## src/rtl/adc_timing_pkg.sv

```systemverilog
// adc_timing_pkg: shared types and sizing helpers for the ADC timing generator.
package adc_timing_pkg;

    // Controller states; WAIT_SYNC is only entered when ADC_EXT_SYNC_EN is defined.
    typedef enum logic [1:0] {
        IDLE      = 2'd0,
        WAIT_SYNC = 2'd1,
        RUN       = 2'd2
    } state_t;

    // Shortest period that fits conversion low time, word sync, all channel
    // slots and the new-sample strobe.
    function automatic int min_p(input int conv_low, input int n_chan);
        return conv_low + n_chan + 2;
    endfunction

    // Width of chan_idx, never below one bit.
    function automatic int chan_w(input int n_chan);
        return (n_chan <= 1) ? 1 : $clog2(n_chan);
    endfunction

endpackage

```

## src/rtl/adc_timing_gen_ref_clk_div.sv

```systemverilog
// ref_clk_div: free-running toggle divider; ref_clk_o flips every REF_HALF
// cycles and is held low only by reset.
module ref_clk_div #(
    parameter int REF_HALF = 25
) (
    input  logic clk,
    input  logic reset,
    output logic ref_clk_o
);

    localparam int CNT_W = (REF_HALF <= 1) ? 1 : $clog2(REF_HALF);
    localparam logic [CNT_W-1:0] LAST = CNT_W'(REF_HALF - 1);

    logic [CNT_W-1:0] cnt;

    // Count REF_HALF cycles, then toggle the output and restart.
    always_ff @(posedge clk) begin
        if (reset) begin
            cnt       <= '0;
            ref_clk_o <= 1'b0;
        end else if (cnt == LAST) begin
            cnt       <= '0;
            ref_clk_o <= ~ref_clk_o;
        end else begin
            cnt       <= cnt + CNT_W'(1);
        end
    end

endmodule

```

## src/rtl/adc_timing_gen.sv

```systemverilog
// adc_timing_gen: ADC conversion timing generator. Produces start-conversion,
// word-sync, channel-slot and new-sample strobes from a programmable period,
// plus a free-running reference clock.
// Optional feature macro: ADC_EXT_SYNC_EN (external resync input, WAIT_SYNC state).
module adc_timing_gen
    import adc_timing_pkg::*;
#(
    parameter int N_CHAN   = 8,
    parameter int DIV_W    = 16,
    parameter int CONV_LOW = 4,
    parameter int REF_HALF = 25
) (
    input  logic                      clk,
    input  logic                      reset,
    input  logic                      enable,
    input  logic [DIV_W-1:0]          sample_div,
`ifdef ADC_EXT_SYNC_EN
    input  logic                      ext_sync,
`endif
    output logic                      adc_start_conv_n,
    output logic                      adc_word_sync,
    output logic                      chan_valid,
    output logic [chan_w(N_CHAN)-1:0] chan_idx,
    output logic                      new_sample,
    output logic [31:0]               sample_cnt,
    output logic                      running,
    output logic                      cfg_err,
    output logic                      ref_clk_o
);

    localparam int CW   = chan_w(N_CHAN);
    // One extra bit so that P = sample_div + 1 never overflows.
    localparam int PH_W = DIV_W + 1;

    localparam logic [PH_W-1:0] MINP   = PH_W'(min_p(CONV_LOW, N_CHAN));
    localparam logic [PH_W-1:0] PH_WS  = PH_W'(CONV_LOW);
    localparam logic [PH_W-1:0] PH_C0  = PH_W'(CONV_LOW + 1);
    localparam logic [PH_W-1:0] PH_CN  = PH_W'(CONV_LOW + N_CHAN);
    localparam logic [PH_W-1:0] PH_NS  = PH_W'(CONV_LOW + N_CHAN + 1);
    localparam logic [PH_W-1:0] PH_ONE = PH_W'(1);

    state_t          state, nxt_state;
    logic [PH_W-1:0] ph, nxt_ph;
    logic [PH_W-1:0] per, nxt_per;
    logic            nxt_cfg_err;
    logic            clr_cnt;

    logic [PH_W-1:0] req_per;
    logic            req_ok;

    logic            run_d;
    logic            start_n_d;
    logic            ws_d;
    logic            cv_d;
    logic [CW-1:0]   idx_d;
    logic            ns_d;
    logic [PH_W-1:0] rel_ph;

    assign req_per = {1'b0, sample_div} + PH_ONE;
    assign req_ok  = (req_per >= MINP);

`ifdef ADC_EXT_SYNC_EN
    logic [2:0] sync_q;
    logic       sync_edge;

    // Two-flop synchroniser, history flop and registered rising-edge pulse.
    always_ff @(posedge clk) begin
        if (reset) begin
            sync_q    <= '0;
            sync_edge <= 1'b0;
        end else begin
            sync_q    <= {sync_q[1:0], ext_sync};
            sync_edge <= sync_q[1] & ~sync_q[2];
        end
    end
`endif

    // Next state, phase, latched period and error flag.
    always_comb begin
        nxt_state   = state;
        nxt_ph      = ph;
        nxt_per     = per;
        nxt_cfg_err = cfg_err;
        clr_cnt     = 1'b0;
        case (state)
            IDLE: begin
                nxt_ph = '0;
                if (enable) begin
                    if (req_ok) begin
                        nxt_per     = req_per;
                        nxt_cfg_err = 1'b0;
                        clr_cnt     = 1'b1;
`ifdef ADC_EXT_SYNC_EN
                        nxt_state   = WAIT_SYNC;
`else
                        nxt_state   = RUN;
`endif
                    end else begin
                        nxt_cfg_err = 1'b1;
                    end
                end
            end
`ifdef ADC_EXT_SYNC_EN
            WAIT_SYNC: begin
                nxt_ph = '0;
                if (!enable) begin
                    nxt_state = IDLE;
                end else if (sync_edge) begin
                    nxt_state = RUN;
                end
            end
`endif
            RUN: begin
                if (ph == per - PH_ONE) begin
                    // Wrap: stop cleanly, or pick up a new period if it is legal.
                    nxt_ph = '0;
                    if (!enable) begin
                        nxt_state = IDLE;
                    end else if (req_ok) begin
                        nxt_per = req_per;
                    end else begin
                        nxt_cfg_err = 1'b1;
                    end
                end
`ifdef ADC_EXT_SYNC_EN
                else if (sync_edge) begin
                    // Resync cuts the frame short before its new-sample strobe.
                    nxt_ph = '0;
                end
`endif
                else begin
                    nxt_ph = ph + PH_ONE;
                end
            end
            default: begin
                nxt_state = IDLE;
                nxt_ph    = '0;
            end
        endcase
    end

    // Strobe decode from the next phase so the registered outputs line up
    // with the registered phase in the same cycle.
    always_comb begin
        run_d     = (nxt_state == RUN);
        start_n_d = ~(run_d && (nxt_ph < PH_WS));
        ws_d      = run_d && (nxt_ph == PH_WS);
        cv_d      = run_d && (nxt_ph >= PH_C0) && (nxt_ph <= PH_CN);
        rel_ph    = nxt_ph - PH_C0;
        idx_d     = cv_d ? rel_ph[CW-1:0] : '0;
        ns_d      = run_d && (nxt_ph == PH_NS);
    end

    // State, phase, period and error registers.
    always_ff @(posedge clk) begin
        if (reset) begin
            state   <= IDLE;
            ph      <= '0;
            per     <= '0;
            cfg_err <= 1'b0;
        end else begin
            state   <= nxt_state;
            ph      <= nxt_ph;
            per     <= nxt_per;
            cfg_err <= nxt_cfg_err;
        end
    end

    // Registered strobe outputs.
    always_ff @(posedge clk) begin
        if (reset) begin
            adc_start_conv_n <= 1'b1;
            adc_word_sync    <= 1'b0;
            chan_valid       <= 1'b0;
            chan_idx         <= '0;
            new_sample       <= 1'b0;
            running          <= 1'b0;
        end else begin
            adc_start_conv_n <= start_n_d;
            adc_word_sync    <= ws_d;
            chan_valid       <= cv_d;
            chan_idx         <= idx_d;
            new_sample       <= ns_d;
            running          <= run_d;
        end
    end

    // Completed-sample counter: bumps the cycle after new_sample, wraps silently.
    always_ff @(posedge clk) begin
        if (reset || clr_cnt) begin
            sample_cnt <= '0;
        end else if (new_sample) begin
            sample_cnt <= sample_cnt + 32'd1;
        end
    end

    ref_clk_div #(
        .REF_HALF (REF_HALF)
    ) u_ref_clk_div (
        .clk       (clk),
        .reset     (reset),
        .ref_clk_o (ref_clk_o)
    );

endmodule

```

## config.mk

```make
export PLATFORM = sky130hd
export DESIGN_NAME = adc_timing_gen
export DESIGN_NICKNAME = d
export VERILOG_FILES = /design/src/rtl/adc_timing_pkg.sv /design/src/rtl/adc_timing_gen_ref_clk_div.sv /design/src/rtl/adc_timing_gen.sv
export SDC_FILE = /design/constraint.sdc
export NUM_CORES = 1
export LEC_CHECK = 0
export CAP_MARGIN = 20
export CELL_PAD_IN_SITES_DETAIL_PLACEMENT = 1
export CELL_PAD_IN_SITES_GLOBAL_PLACEMENT = 2
export CORE_AREA = 2 2 128 130
export CTS_BUF_LIST = sky130_fd_sc_hd__clkbuf_16
export CTS_CLUSTER_DIAMETER = 120
export DETAILED_ROUTE_END_ITERATION = 6
export DIE_AREA = 0 0 130 132
export HOLD_SLACK_MARGIN = 0.02
export PLACE_DENSITY = 0.73
export SLEW_MARGIN = 20
export SYNTH_ARGS = -nofsm -noshare
export SYNTH_HDL_FRONTEND = slang
export SYNTH_SLANG_ARGS = --single-unit
```

## constraint.sdc

```tcl
create_clock -name clk -period 3.6 [get_ports clk]
set_clock_uncertainty 0.15 [all_clocks]
set_input_delay 0.54 -clock clk [delete_from_list [all_inputs] [get_ports clk]]
set_output_delay 0.54 -clock clk [all_outputs]
set_load 0.01 [all_outputs]
```

# [Word level (Yosys, flattened, before mapping)]
# Index checks and enable logic that the tools add are counted.
[word_totals] word_cells=68 regBits=83
[classes] muxes=20 add_sub_neg=6 bitwise=3 eq_ne=10 reduce_logical=12 order_cmp=4
[op_table] cell="$mux 17" count=5
[op_table] cell="$pmux 17 s2" count=1
[op_table] cell="$add 32x1->32 const B" count=1
[op_table] cell="$add 16x1->17 const B" count=1
[op_table] cell="$add 17x1->17 const B" count=1
[op_table] cell="$eq 17x17->1" count=1
[op_table] cell="$eq 17x3->1 const B" count=1
[op_table] cell="$eq 17x4->1 const B" count=1
[op_table] cell="$ge 17x3->1 const B" count=1
[op_table] cell="$ge 17x4->1 const B" count=1
[op_table] cell="$le 17x4->1 const B" count=1
[op_table] cell="$lt 17x3->1 const B" count=1
[op_table] cell="$sub 17x1->17 const B" count=1
[op_table] cell="$mux 1" count=8
[op_table] cell="$mux 2" count=4
[op_table] cell="$ne 2x2->1 const B" count=4
[op_table] cell="$add 5x1->5 const B" count=1
[op_table] cell="$eq 5x5->1 const B" count=1
[op_table] cell="$logic_and 1x1->1" count=5
[op_table] cell="$reduce_and 5->1" count=1
[op_table] cell="$eq 2x2->1 const B" count=2
[op_table] cell="$pmux 2 s2" count=1
[op_table] cell="$reduce_or 2->1" count=2
[op_table] cell="$not 1->1" count=3
[op_table] cell="other kinds (6)" count=6

# [Logic depth before layout (Yosys ltp)]
[depth] depth_word=10 depth_mapped=15 ltp_nobuf=14

# [Modules after synthesis]
# Synthesis repeated with hierarchy kept, for this count alone.
[unflattened] hier_cells=582 hier_area_um2=4803.4
[by_module_without_submodules] mod="adc_timing_gen" seq_area_each_um2=1541.5 n_inst=1 cells_each=555 area_each_um2=4508.1
[by_module_without_submodules] mod="ref_clk_div" seq_area_each_um2=120.1 n_inst=1 cells_each=27 area_each_um2=295.3

# [Worst setup path after synthesis]
# OpenSTA, ideal clock, no wires.
[synth_timing] path_type="register to register" startpoint="register per[0]" endpoint="register chan_idx[0]" stages_incl_launch_ff=16 n_path_buf=1 period_less_slack_ps=3678 arrival_ps=3391 setup_slack_ps=-78 path_cell_list="dfxtp_1 > inv_1 > ha_1 > nor3b_2 > a311oi_1 > a41oi_1 > or4_1 > o41ai_4 > buf_4 > or3_1 > inv_1 > ha_1 > a21oi_1 > a21oi_1 > o31ai_1 > nor4_1"
[synth_via] word_cells_on_any_way=14 classes_between="2 x add/sub; 2 x order compare; 2 x eq/ne; 4 x mux; 1 x bitwise; 3 x reduce/logical"
[synth_lines] item="start, declared" line_no="adc_timing_gen.sv:44" source="logic [PH_W-1:0] per, nxt_per;"
[synth_lines] item="start signal, assigned" line_no="adc_timing_gen.sv:164" source="per <= nxt_per;"
[synth_lines] item="$sub 17x1->17" line_no="adc_timing_gen.sv:114" source="if (ph == per - PH_ONE) begin"
[synth_lines] item="$eq 17x17->1" line_no="adc_timing_gen.sv:114"
[synth_lines] item="$mux 17" line_no="adc_timing_gen.sv:114"
[synth_lines] item="$mux 17" line_no="adc_timing_gen.sv:85" source="case (state)"
[synth_lines] item="$sub 3x3->3" line_no="adc_timing_gen.sv:149" source="rel_ph = nxt_ph - PH_C0;"
[synth_lines] item="via rel_ph[0]" line_no="adc_timing_gen.sv:57" source="logic [PH_W-1:0] rel_ph;"
[synth_lines] item="end signal, assigned" line_no="adc_timing_gen.sv:182" source="chan_idx <= idx_d;"
[synth_lines] item="end, declared" line_no="adc_timing_gen.sv:23" source="output logic [chan_w(N_CHAN)-1:0] chan_idx,"
# The timed path passes the listed nets, and every way through them passes these cells.
# A chain may end at the register's enable or synchronous reset.

# [Final worst setup path]
[layout_timing] startpoint="register per[0]" endpoint="register chan_idx[0]"
[layout_via] elab_chain_len=9 word_cells_on_any_way=14 classes_between="2 x add/sub; 2 x order compare; 2 x eq/ne; 4 x mux; 1 x bitwise; 3 x reduce/logical"
[layout_rtl] item="$sub 17x1->17 (*)" line_no="adc_timing_gen.sv:114"
[layout_rtl] item="$eq 17x17->1 (*)" line_no="adc_timing_gen.sv:114"
[layout_rtl] item="$mux 17 or $mux 2 (tied branches)" line_no="adc_timing_gen.sv:114"
[layout_rtl] item="$mux 17 or $pmux 2 s2 (tied branches)" line_no="adc_timing_gen.sv:85"
[layout_rtl] item="$ge 17x3->1 or $eq 2x2->1 (tied branches)" line_no="adc_timing_gen.sv:148, adc_timing_gen.sv:145"
[layout_rtl] item="$logic_and 1x1->1 (2 in series)" line_no="adc_timing_gen.sv:148" source="cv_d = run_d && (nxt_ph >= PH_C0) && (nxt_ph <= PH_CN);"
[layout_rtl] item="$not 1->1 (no source line)"
[layout_rtl] item="$reduce_or 2->1 (no source line)"
# Mark *: on every way between the ends. The rest lies on a longest branch, timed or not.

==> metrics.cfg <==
[status]
outcome=finished, final reports clean

[cts]
worstSkewPairLatency_ns=0.35
count_of_hold_fix_buffers_inserted_at_cts=0
htreeDepth=3
cts.reportedPaths.clkPinSlew_ns=0.06
cts_tree=built
numCtsBuffers=9
clkSinkCount=83
master_cell_of_the_clock_root_buffer=sky130_fd_sc_hd__clkbuf_16
clk_path_buf_depth=2

[sta]
max_freq_mhz=293.2
fin_crit_sh_pct=94.74
max-slew-margin-rel_pct=61.78
setup_viol=0
worst_pin_slew_ns=0.5692
sum_neg_setup_slack_ns=0
rsz_0062_raised_after_global_routing=no
slew_viol_final=0
min_period_ns=3.411
hold_viol=0

[synthesis]
synthesis.area_per_instance_um2=8.439
ys_async_sr_fraction_pct=0
synth_top_cell_area_share_pct=35.60
synth.largest_area_cell=sky130_fd_sc_hd__dfxtp_1
synth-warning-count=0
synth.cells.most_frequent=sky130_fd_sc_hd__dfxtp_1 (83), sky130_fd_sc_hd__nor2_1 (73), sky130_fd_sc_hd__xnor2_1 (52)
post_synth_main_area_contributors=sky130_fd_sc_hd__dfxtp_1 (36%), sky130_fd_sc_hd__xnor2_1 (9.8%), sky130_fd_sc_hd__xor2_1 (7.7%)
share_of_the_synthesized_area_in_compound_gates_ao_oa_aoi_oai_pct=13.27
syn_area_um2=4667
synth-seq-area-share_pct=35.60
synth-edff-count=0
synth.net_count=582
synthSimpleGateAreaFrac_pct=25.39
synth_xor_xnor_area_share_pct=17.45
synth.lib_cells_used.distinct=60
synth.ff_latch_count=83
synth_adder_area_share_pct=2.681
ys_dominant_reg_cell=sky130_fd_sc_hd__dfxtp_1
post-synth-top-count-cell=sky130_fd_sc_hd__dfxtp_1
synthCells=553
main_combinational_cell_family_by_area_after_synthesis=simple AND/OR/NAND/NOR gates
multiplexer_fraction_of_the_synthesized_cell_area_pct=0.9115

[critical_path]
worst_ep_arrival_time_ns=3.48
r2r_end=chan_idx[0]
crit_path_max_fanout=4
cp_endpoint_kind=flop
timing.rr.start=per[0]
reg2reg_slack_ns=0.19
crit_type=flop to flop
reg2regPathDepth=13
setup.worst_path.start_class=flop
data_required_time_of_the_worst_path_ns=3.67

[pwr]
worst_ir_drop_vdd_mv=0.1922
power_density_nw_per_um2=355.3
p_int_mw=1.548
p_comb_share_pct=13.3
pwr-share-seq_pct=45.4
clock_power_share_pct=41.3
total_switching_power_uw=568.8
leakage_nw=2.079
power.total_mw=2.117
power_switching_share_pct=26.87

[placement]
placedCellCount=827
hpwlAfterDp_um=9681
portBuffers=60
place.gp.congestion=0.8165

[final_layout]
area_growth_syn_to_layout_pct=27.67
instances_no_fill=844
finish.net_count=652
fill_cells=1855
n_antenna_cell=0
drive_above_1_share_pct=11.31

[global_route]
grt_pass1_vias=4210
grt_antenna_before_repair=0
global_route.usage.total_pct=14.84
grt_first_pass_wirelength_um=20590
maximum_number_of_pins_on_one_net_before_global_route_repair=33
globalRouteOverflowTotal=0

[routing]
drt-total-wl_um=12380
length_of_the_first_detailed_routing_pass_in_iterations=4
num_vias=4116
ant_nets=0
wire_per_inst_um=14.66
first_drt_iteration_drcs=102
drt_drc_violations_left=0
vias_per_cell=4.877

[die]
ios=61
dieHeight_um=132
core-area_um2=15710
chipWidth_um=130
die_area_um2=17160
number_of_rows_created_at_floorplan=46
initial_utilization_pct=29.70

[min_path]
min_delay_worst_endpoint=u_ref_clk_div.cnt[0]
holdCritPathClass=flop to flop
holdPathStages=1
timing.hold.worst.start=u_ref_clk_div.cnt[0]

[run]
drv_cap=0

## through the flow
stage / hold slack, ns / setup slack (ns) / util [%] / instance area [um2]
2_1_floorplan: 0.2800 / 0.003715 / - / 4672
3_3_place_gp: 0.2949 / 0.1941 / 36.02 / 5659
3_5_place_dp: 0.3086 / 0.01703 / 36.02 / 5659
4_1_cts: 0.3238 / 0.04131 / 37.78 / 5937
5_1_grt: 0.3382 / 0.005337 / 37.92 / 5958
6_report: 0.3202 / 0.1894 / 37.92 / 5958
## repair_timing
action,in CTS,in global routing
endpoints found under the setup margin,4,4
gates resized for setup,1,4
pin swaps,0,4
hold endpoints to repair,0,0
setup buffers,0,1
## metal layers
metal | track usage (%) | part of all wire, %
met4 | 5.078 | 1.9
met1 | 19.73 | 50
met3 | 3.003 | 2.6
met2 | 23.85 | 46
met5 | 0 | 0
## final cells by class
| cell class | instances | area, um2 | share of cell area, % |
|---|---|---|---|
| Clock inverter | 7 | 51.30 | 0.8610 |
| Sequential cell | 83 | 1663 | 27.91 |
| Timing Repair Buffer | 91 | 858.3 | 14.41 |
| Tap cell | 216 | 270.3 | 4.536 |
| Clock buffer | 9 | 225.2 | 3.780 |
| Multi-Input combinational cell | 420 | 2823 | 47.38 |
| Inverter | 18 | 67.56 | 1.134 |
## state kept, by name, summed over array words and instances, names as in the netlist
register	flops
u_ref_clk_div.ref_clk_o	1
state	2
sample_cnt	32
adc_start_conv_n	1
new_sample	1
cfg_err	1
u_ref_clk_div.cnt	5
running	1
adc_word_sync	1
ph	17
chan_idx	3
chan_valid	1
per	17
## power groups by stage
stage	registers, mW	clock network, mW	logic, mW
global placement	0.981	0	0.270
detailed placement	0.982	0	0.279
finish	0.961	0.875	0.281
CTS	0.961	0.903	0.280
global route	0.964	0.935	0.310
floorplan	0.977	0	0.177
## cells in the final DEF (no fill, tap or decap), types with 3 or more instances in the layout
cell type	Yosys	final
sky130_fd_sc_hd__clkbuf_16	0	9
sky130_fd_sc_hd__and3_1	15	15
sky130_fd_sc_hd__and4_1	3	3
sky130_fd_sc_hd__nand4_1	18	18
sky130_fd_sc_hd__a21oi_1	24	24
sky130_fd_sc_hd__inv_6	0	3
sky130_fd_sc_hd__and2_1	6	5
sky130_fd_sc_hd__o211ai_1	5	5
sky130_fd_sc_hd__nor2_1	73	73
sky130_fd_sc_hd__nand2_1	31	31
sky130_fd_sc_hd__ha_1	10	10
sky130_fd_sc_hd__a31o_2	4	4
sky130_fd_sc_hd__nor3_1	14	14
sky130_fd_sc_hd__a211oi_1	16	16
sky130_fd_sc_hd__or3_1	7	6
sky130_fd_sc_hd__o21ai_0	6	6
sky130_fd_sc_hd__inv_1	18	18
sky130_fd_sc_hd__buf_4	4	29
sky130_fd_sc_hd__clkdlybuf4s50_1	0	60
sky130_fd_sc_hd__o21a_1	3	3
sky130_fd_sc_hd__dfxtp_1	83	82
sky130_fd_sc_hd__nand3_1	26	26
sky130_fd_sc_hd__xnor2_1	52	52
sky130_fd_sc_hd__nor2b_1	4	4
sky130_fd_sc_hd__xor2_1	41	41
sky130_fd_sc_hd__a31oi_1	6	6
sky130_fd_sc_hd__nor4_1	10	9
sky130_fd_sc_hd__or4_1	3	3
## how the worst max path moves through the flow
stage / startpoint / to / slack (ns) / cells past startpoint
2_1_floorplan: per[0] / chan_idx[0] / 0.004 / 15
3_3_place_gp: per[1] / per[1] / 0.19 / 11
3_5_place_dp: per[1] / per[4] / 0.02 / 11
4_1_cts: per[1] / chan_idx[2] / 0.04 / 14
5_1_grt: per[1] / chan_idx[1] / 0.005 / 14
6_report: per[0] / chan_idx[0] / 0.19 / 13
## cells by family (layout without fill, tap and decap cells)
kind of cell | after synthesis | count (layout)
xor gates and xnor gates | 93 | 93
other | 1 | 1
adders and majority gates | 10 | 10
muxes | 4 | 4
buffers and inverters | 50 | 125
AOI/OAI and AO/OA | 85 | 85
and+or+nand+nor | 227 | 227
DFF | 83 | 83
## critical path, cell delays in order (launching register included)
cell and delay, ns:
sky130_fd_sc_hd__dfxtp_1 0.33, sky130_fd_sc_hd__buf_4 0.14, sky130_fd_sc_hd__nor4_4 0.34, sky130_fd_sc_hd__mux2_2 0.38
sky130_fd_sc_hd__a22oi_1 0.22, sky130_fd_sc_hd__a32o_2 0.23, sky130_fd_sc_hd__o41ai_4 0.09, sky130_fd_sc_hd__buf_4 0.16
sky130_fd_sc_hd__or3_1 0.34, sky130_fd_sc_hd__ha_1 0.22, sky130_fd_sc_hd__a21oi_1 0.12, sky130_fd_sc_hd__a21oi_1 0.10
sky130_fd_sc_hd__o31ai_2 0.36, sky130_fd_sc_hd__nor4_1 0.10
Power figures use the tool's default switching activity.
